### src/rtl/ext_pkg.sv
// Shared encodings for the immediate extension pipeline: extension modes
// and the occupancy states of the output/skid storage.
package ext_pkg;

   // Extension mode, sampled together with the immediate field.
   typedef enum logic [1:0] {
      EXT_ZERO   = 2'b00,  // zero-extend
      EXT_SIGN   = 2'b01,  // sign-extend from the immediate MSB
      EXT_UPPER  = 2'b10,  // immediate placed in the top bits, zeros below
      EXT_BRANCH = 2'b11   // sign-extend, then shift left by 2 (word offset)
   } ext_mode_e;

   // Number of results held: none, output register only, output + skid.
   typedef enum logic [1:0] {
      EMPTY = 2'b00,
      ONE   = 2'b01,
      FULL  = 2'b10
   } state_e;

endpackage

### src/rtl/ext_core.sv
// Purely combinational immediate extension. bus_size must exceed bus_size_in
// (and be at least 3 so the branch shift leaves a valid slice).
module ext_core
   import ext_pkg::*;
#(
   parameter int bus_size    = 32,
   parameter int bus_size_in = 16
) (
   input  logic [bus_size_in-1:0] i_imm,
   input  logic [1:0]             i_mode,
   output logic [bus_size-1:0]    o_ext
);

   localparam int PAD = bus_size - bus_size_in;

   logic [bus_size-1:0] w_zext;
   logic [bus_size-1:0] w_sext;
   logic [bus_size-1:0] w_upper;
   logic [bus_size-1:0] w_branch;

   assign w_zext   = {{PAD{1'b0}}, i_imm};
   assign w_sext   = {{PAD{i_imm[bus_size_in-1]}}, i_imm};
   assign w_upper  = {i_imm, {PAD{1'b0}}};
   // Bits shifted past the top are simply dropped.
   assign w_branch = {w_sext[bus_size-3:0], 2'b00};

   // Select the extended form requested by the mode field.
   always_comb begin
      o_ext = w_zext;
      case (i_mode)
         EXT_ZERO:   o_ext = w_zext;
         EXT_SIGN:   o_ext = w_sext;
         EXT_UPPER:  o_ext = w_upper;
         EXT_BRANCH: o_ext = w_branch;
         default:    o_ext = w_zext;
      endcase
   end

endmodule

### src/rtl/imm_ext_pipe.sv
// Immediate extension stage with a registered output and one skid entry.
// Handshake: a transfer happens on a rising edge where valid and ready are
// both 1; in_ready depends only on the registered state (never on
// out_ready), and out is driven only from a register so it stays stable
// while out_valid=1 and out_ready=0.
module imm_ext_pipe
   import ext_pkg::*;
#(
   parameter int bus_size    = 32,
   parameter int bus_size_in = 16
) (
   input  logic                   clk,
   input  logic                   rst,
   input  logic                   in_valid,
   output logic                   in_ready,
   input  logic [bus_size_in-1:0] in,
   input  logic [1:0]             mode,
   input  logic                   flush,
   output logic                   out_valid,
   input  logic                   out_ready,
   output logic [bus_size-1:0]    out,
   output state_e                 dbg_state
);

   state_e              r_state;
   state_e              w_state_nxt;
   logic [bus_size-1:0] r_out;
   logic [bus_size-1:0] r_skid;
   logic [bus_size-1:0] w_ext;
   logic                w_in_xfer;
   logic                w_out_xfer;
   logic                w_load_out;
   logic                w_load_skid;
   logic                w_out_from_skid;

   // Extension is computed here and captured at acceptance time.
   ext_core #(
      .bus_size    (bus_size),
      .bus_size_in (bus_size_in)
   ) u_ext_core (
      .i_imm  (in),
      .i_mode (mode),
      .o_ext  (w_ext)
   );

   assign in_ready   = (r_state != FULL);
   assign out_valid  = (r_state != EMPTY);
   assign out        = r_out;
   assign dbg_state  = r_state;
   assign w_in_xfer  = in_valid & in_ready;
   assign w_out_xfer = out_valid & out_ready;

   // Occupancy next-state and register load controls; flush overrides all.
   always_comb begin
      w_state_nxt     = r_state;
      w_load_out      = 1'b0;
      w_load_skid     = 1'b0;
      w_out_from_skid = 1'b0;
      case (r_state)
         EMPTY: begin
            if (w_in_xfer) begin
               w_state_nxt = ONE;
               w_load_out  = 1'b1;
            end
         end
         ONE: begin
            if (w_in_xfer && w_out_xfer) begin
               w_load_out = 1'b1;
            end else if (w_in_xfer) begin
               w_state_nxt = FULL;
               w_load_skid = 1'b1;
            end else if (w_out_xfer) begin
               w_state_nxt = EMPTY;
            end
         end
         FULL: begin
            // in_ready is 0 here, so only the drain can happen.
            if (w_out_xfer) begin
               w_state_nxt     = ONE;
               w_load_out      = 1'b1;
               w_out_from_skid = 1'b1;
            end
         end
         default: w_state_nxt = EMPTY;
      endcase
      if (flush) begin
         w_state_nxt     = EMPTY;
         w_load_out      = 1'b0;
         w_load_skid     = 1'b0;
         w_out_from_skid = 1'b0;
      end
   end

   // State register.
   always_ff @(posedge clk or posedge rst) begin
      if (rst) begin
         r_state <= EMPTY;
      end else begin
         r_state <= w_state_nxt;
      end
   end

   // Output and skid storage; out keeps its last value when nothing loads.
   always_ff @(posedge clk or posedge rst) begin
      if (rst) begin
         r_out  <= '0;
         r_skid <= '0;
      end else begin
         if (w_load_out) begin
            r_out <= w_out_from_skid ? r_skid : w_ext;
         end
         if (w_load_skid) begin
            r_skid <= w_ext;
         end
      end
   end

endmodule
### config.mk
export PLATFORM = sky130hd
export DESIGN_NAME = imm_ext_pipe
export DESIGN_NICKNAME = d
export VERILOG_FILES = /design/src/rtl/ext_pkg.sv /design/src/rtl/ext_core.sv /design/src/rtl/imm_ext_pipe.sv
export SDC_FILE = /design/constraint.sdc
export NUM_CORES = 1
export LEC_CHECK = 0
export CORE_MARGIN = 3
export CORE_UTILIZATION = 54
export DETAILED_ROUTE_END_ITERATION = 7
export PLACE_DENSITY_LB_ADDON = 0.05
export RECOVER_POWER = 25
export SLEW_MARGIN = 20
export SYNTH_ARGS = -nofsm -noshare
export SYNTH_HDL_FRONTEND = slang
export SYNTH_HIERARCHICAL = 1
export SYNTH_SLANG_ARGS = --single-unit
### constraint.sdc
create_clock -name clk -period 2.61 [get_ports clk]
set_clock_uncertainty 0.1 [all_clocks]
set_input_delay 0.522 -clock clk [delete_from_list [all_inputs] [get_ports clk]]
set_output_delay 0.522 -clock clk [all_outputs]
set_load 0.01 [all_outputs]
==> summary.txt <==
Critical path
  – Cells along the critical path: or2b_2 > clkdlybuf4s50_1
  – Kind of critical path: reg -> out
  – Data required time at the worst endpoint: 1.99 ns
  – Crit-path max FO: 9
  – Crit path capture type: primary output
  – Cell with the largest stage delay on the worst path: sky130_fd_sc_hd__dfrtp_1
  – Crit start category: register
  – Endpoint arrival time on the critical path: 1.70 ns
  – Worst reg2reg setup slack: 0.60 ns
  – Largest stage delay, worst path: 0.52 ns

CTS
  – CTS Buffer Depth: 2
  – Clock root cell: sky130_fd_sc_hd__clkbuf_8
  – Count of hold buffers inserted by post-cts repair: 0
  – Clock sink count: 66
  – Clock slew at the register clock pins of the worst setup and hold paths: 0.07 ns
  – Skew-Pair Late Insertion Delay: 0.34 ns
  – Depth of the CTS H-tree: 3
  – Num CTS Buffers: 9
  – TritonCTS clock tree: yes
  – # Post-CTS Setup Buffers: 0
  – Count of instances resized after the clock tree is built: 0

STA
  – Setup Total Neg Slack: 0 ns
  – Actual slew at the worst max-slew pin: 1.015 ns
  – Final worst path period share: 88.88%
  – Number of failing hold endpoints at the final stage: 0
  – Pins over their slew limit: 0
  – Headroom to the max-slew limit: 32.28%
  – Final Critical Period: 2.320 ns
  – Endpoints failing setup: 0
  – Setup repair after global routing missed its margin: no
  – Highest achievable clock rate: 0.4311 GHz

Floorplan
  – Horiz. Die Dim: 87.61 um
  – Core ar.: 0.006386 mm^2
  – Starting density of the core: 56.31%
  – Cell row count: 29
  – Boundary Pins: 59
  – Die span in y: 87.61 um
  – Area of the die: 0.007675 mm^2

Power and ir drop
  – Cell internal pwr: 2.377 mW
  – Flop pwr share: 43.9%
  – Net Sw Frac: 24.84%
  – Worst-case vdd ir drop: 0.4376 mV
  – Combinational cell fraction of total power: 26.3%
  – Relative contribution of the clock network to total power: 29.8%
  – Total power divided by cell area: 712.7 mW/mm^2
  – Static leakage power: 2.088 nW
  – Overall power after layout: 3.162 mW
  – Sw Pwr: 0.7855 mW

Logic synthesis
  – Yosys Warn Count: 6
  – Count of mapped cells out of synthesis: 231
  – Area of the mapped netlist: 0.003596 mm^2
  – Avg Cell Area, Syn: 15.57 um^2
  – Number of nets produced by synthesis: 254
  – Register bit total from synthesis: 66
  – Post-synth top area cell: sky130_fd_sc_hd__dfrtp_1
  – Sequential fraction of the synthesis area: 45.93%
  – Fraction of post-synthesis cell area in the top cell type by area: 45.93%
  – Number of distinct library cells after synthesis: 34
  – Synth top area cells: sky130_fd_sc_hd__dfrtp_1 (46%), sky130_fd_sc_hd__mux2_4 (25%), sky130_fd_sc_hd__mux2_2 (11%)

Route
  – Starting DRC count in detailed routing: 90
  – Detailed-router iteration count before antenna repair: 5
  – Ratio of routed vias to standard cells: 5.537
  – DRC viols: 0
  – Vias: 2093
  – Antenna violation net count after detailed routing: 0
  – Length of routed met2 wiring: 3307 um
  – Met3 wire len: 256 um
  – Final routed wirelength across all metal layers: 6817 um
  – Sum of routed wire segments on met1: 3130 um
  – Final routed wire length divided by cell count: 18.03 um
  – Uppermost metal layer occupied by signal nets: met4

Worst hold path
  – Class of the most critical hold timing path: reg -> reg

Global routing
  – Global-route wire length before repair: 11290 um
  – Total track usage: 19.45%
  – Initial antenna violation count: 0
  – Global route overflow: 0
  – Largest net degree at the start of global routing: 33
  – Via count of the first global-routing pass: 2203

Cells and area
  – Fraction of final layout cells sized beyond drive strength 1: 45.85%
  – Synth-to-layout area growth: 23.38%
  – Fin area: 0.004437 mm^2
  – Layout Utilization: 69.47%
  – Final nets: 319
  – Number of fill cells: 478
  – Diodes inserted: 0
  – Non-filler instance count after layout: 378

Job
  – Max-capacitance violation count: 0

Placement
  – IO Port Bufs: 58
  – Placed standard-cell area: 0.004233 mm^2
  – Total placed cells including tap cells: 362
  – Final HPWL from detailed placement: 4780 um
  – Routability-driven placement congestion ratio: 0.7933

Outcome
  – Outcome: finished clean
## state kept, by name (all words and copies together) (netlist names)
register / flops
out: 32
r_skid: 32
dbg_state: 2
## cells by family (layout without fill, tap and decap cells)
logic type	after synthesis	after routing	share of synthesized area, %
muxes	98	98	36.92
DFF	66	66	45.93
AOI/OAI and AO/OA	34	34	8.177
buffers and inverters	17	87	5.776
and+or+nand+nor	16	16	3.202
## cell usage in the layout (no fill, tap or decap), types with 2 or more instances in the layout
cell	synthesis	layout
sky130_fd_sc_hd__clkdlybuf4s50_1	0	57
sky130_fd_sc_hd__nand2_1	2	2
sky130_fd_sc_hd__mux2_4	60	60
sky130_fd_sc_hd__buf_4	1	6
sky130_fd_sc_hd__a22o_1	14	14
sky130_fd_sc_hd__and2b_2	2	2
sky130_fd_sc_hd__dfrtp_1	66	66
sky130_fd_sc_hd__a21o_2	4	4
sky130_fd_sc_hd__nor2_1	2	2
sky130_fd_sc_hd__mux2_2	36	36
sky130_fd_sc_hd__a21o_1	10	10
sky130_fd_sc_hd__clkbuf_8	0	10
sky130_fd_sc_hd__clkinv_2	0	2
sky130_fd_sc_hd__buf_12	6	4
sky130_fd_sc_hd__bufinv_16	0	2
## power by group through the flow
stage	registers (mW)	clock network (mW)	logic [mW]
CTS	1.39	0.969	0.846
floorplan	1.43	0	0.467
global route	1.42	1.01	0.893
global placement	1.40	0	0.828
detailed placement	1.41	0	0.841
finish	1.39	0.943	0.832
## Yosys cell counts
master,instances
sky130_fd_sc_hd__a21boi_0,1
sky130_fd_sc_hd__a21o_1,10
sky130_fd_sc_hd__a21o_2,4
sky130_fd_sc_hd__a21oi_1,1
sky130_fd_sc_hd__a22o_1,14
sky130_fd_sc_hd__a22o_2,1
sky130_fd_sc_hd__and2_0,1
sky130_fd_sc_hd__and2_4,1
sky130_fd_sc_hd__and2b_1,1
sky130_fd_sc_hd__and2b_2,2
sky130_fd_sc_hd__and2b_4,1
sky130_fd_sc_hd__buf_12,6
sky130_fd_sc_hd__buf_2,4
sky130_fd_sc_hd__buf_4,1
sky130_fd_sc_hd__buf_6,2
sky130_fd_sc_hd__buf_8,2
sky130_fd_sc_hd__dfrtp_1,66
sky130_fd_sc_hd__inv_1,1
sky130_fd_sc_hd__inv_2,1
sky130_fd_sc_hd__mux2_1,1
sky130_fd_sc_hd__mux2_2,36
sky130_fd_sc_hd__mux2_4,60
sky130_fd_sc_hd__mux2i_1,1
sky130_fd_sc_hd__nand2_1,2
sky130_fd_sc_hd__nand3_1,1
sky130_fd_sc_hd__nand4bb_1,1
sky130_fd_sc_hd__nor2_1,2
sky130_fd_sc_hd__nor4bb_1,1
sky130_fd_sc_hd__o21a_1,1
sky130_fd_sc_hd__o21ba_2,1
sky130_fd_sc_hd__o31ai_4,1
sky130_fd_sc_hd__or2_2,1
sky130_fd_sc_hd__or2b_2,1
sky130_fd_sc_hd__or3b_2,1
## final timing paths
| kind | startpoint | endpoint | cells past startpoint |
|---|---|---|---|
| min in group asynchronous | rst | r_skid[3] | 2 |
| max | dbg_state[0] | in_ready | 2 |
| max reg2reg | dbg_state[0] | out[10] | 4 |
| min reg2reg | r_skid[7] | r_skid[7] | 1 |
| max in group asynchronous | rst | r_skid[10] | 3 |
| min | r_skid[7] | r_skid[7] | 1 |
## metal layers
| layer | global-route usage, % | up-vias |
|---|---|---|
| li1 | - | 972 |
| met1 | 26.42 | 1061 |
| met2 | 29.79 | 48 |
| met3 | 4.610 | 12 |
| met4 | 8.508 | 0 |
| met5 | 0 | - |
## layout make-up
| cell class | instances | area, um^2 | area share (%) |
|---|---|---|---|
| multi-input combinational | 148 | 1752 | 39.48 |
| sequential | 66 | 1652 | 37.22 |
| timing repair buffer | 69 | 710.7 | 16.02 |
| clock buffer | 11 | 141.4 | 3.187 |
| tap | 77 | 96.34 | 2.171 |
| clock inverter | 5 | 77.57 | 1.748 |
| inverter | 2 | 7.507 | 0.1692 |
## metrics by stage
step           setup slack [ns]  hold WS, ns
3_5_place_dp             0.1229       0.3940
3_3_place_gp             0.1485       0.3868
6_report                 0.2901       0.4070
5_1_grt                  0.1449       0.4222
4_1_cts                  0.2752       0.4090
2_1_floorplan            0.3332       0.3737
## critical path: cells and delay by family (launching register included)
family        cells  cell delay [ns]
flops             1             0.52
buf+inv           1             0.49
simple gates      1             0.36
Note: power is estimated with default switching activity, not from simulation.
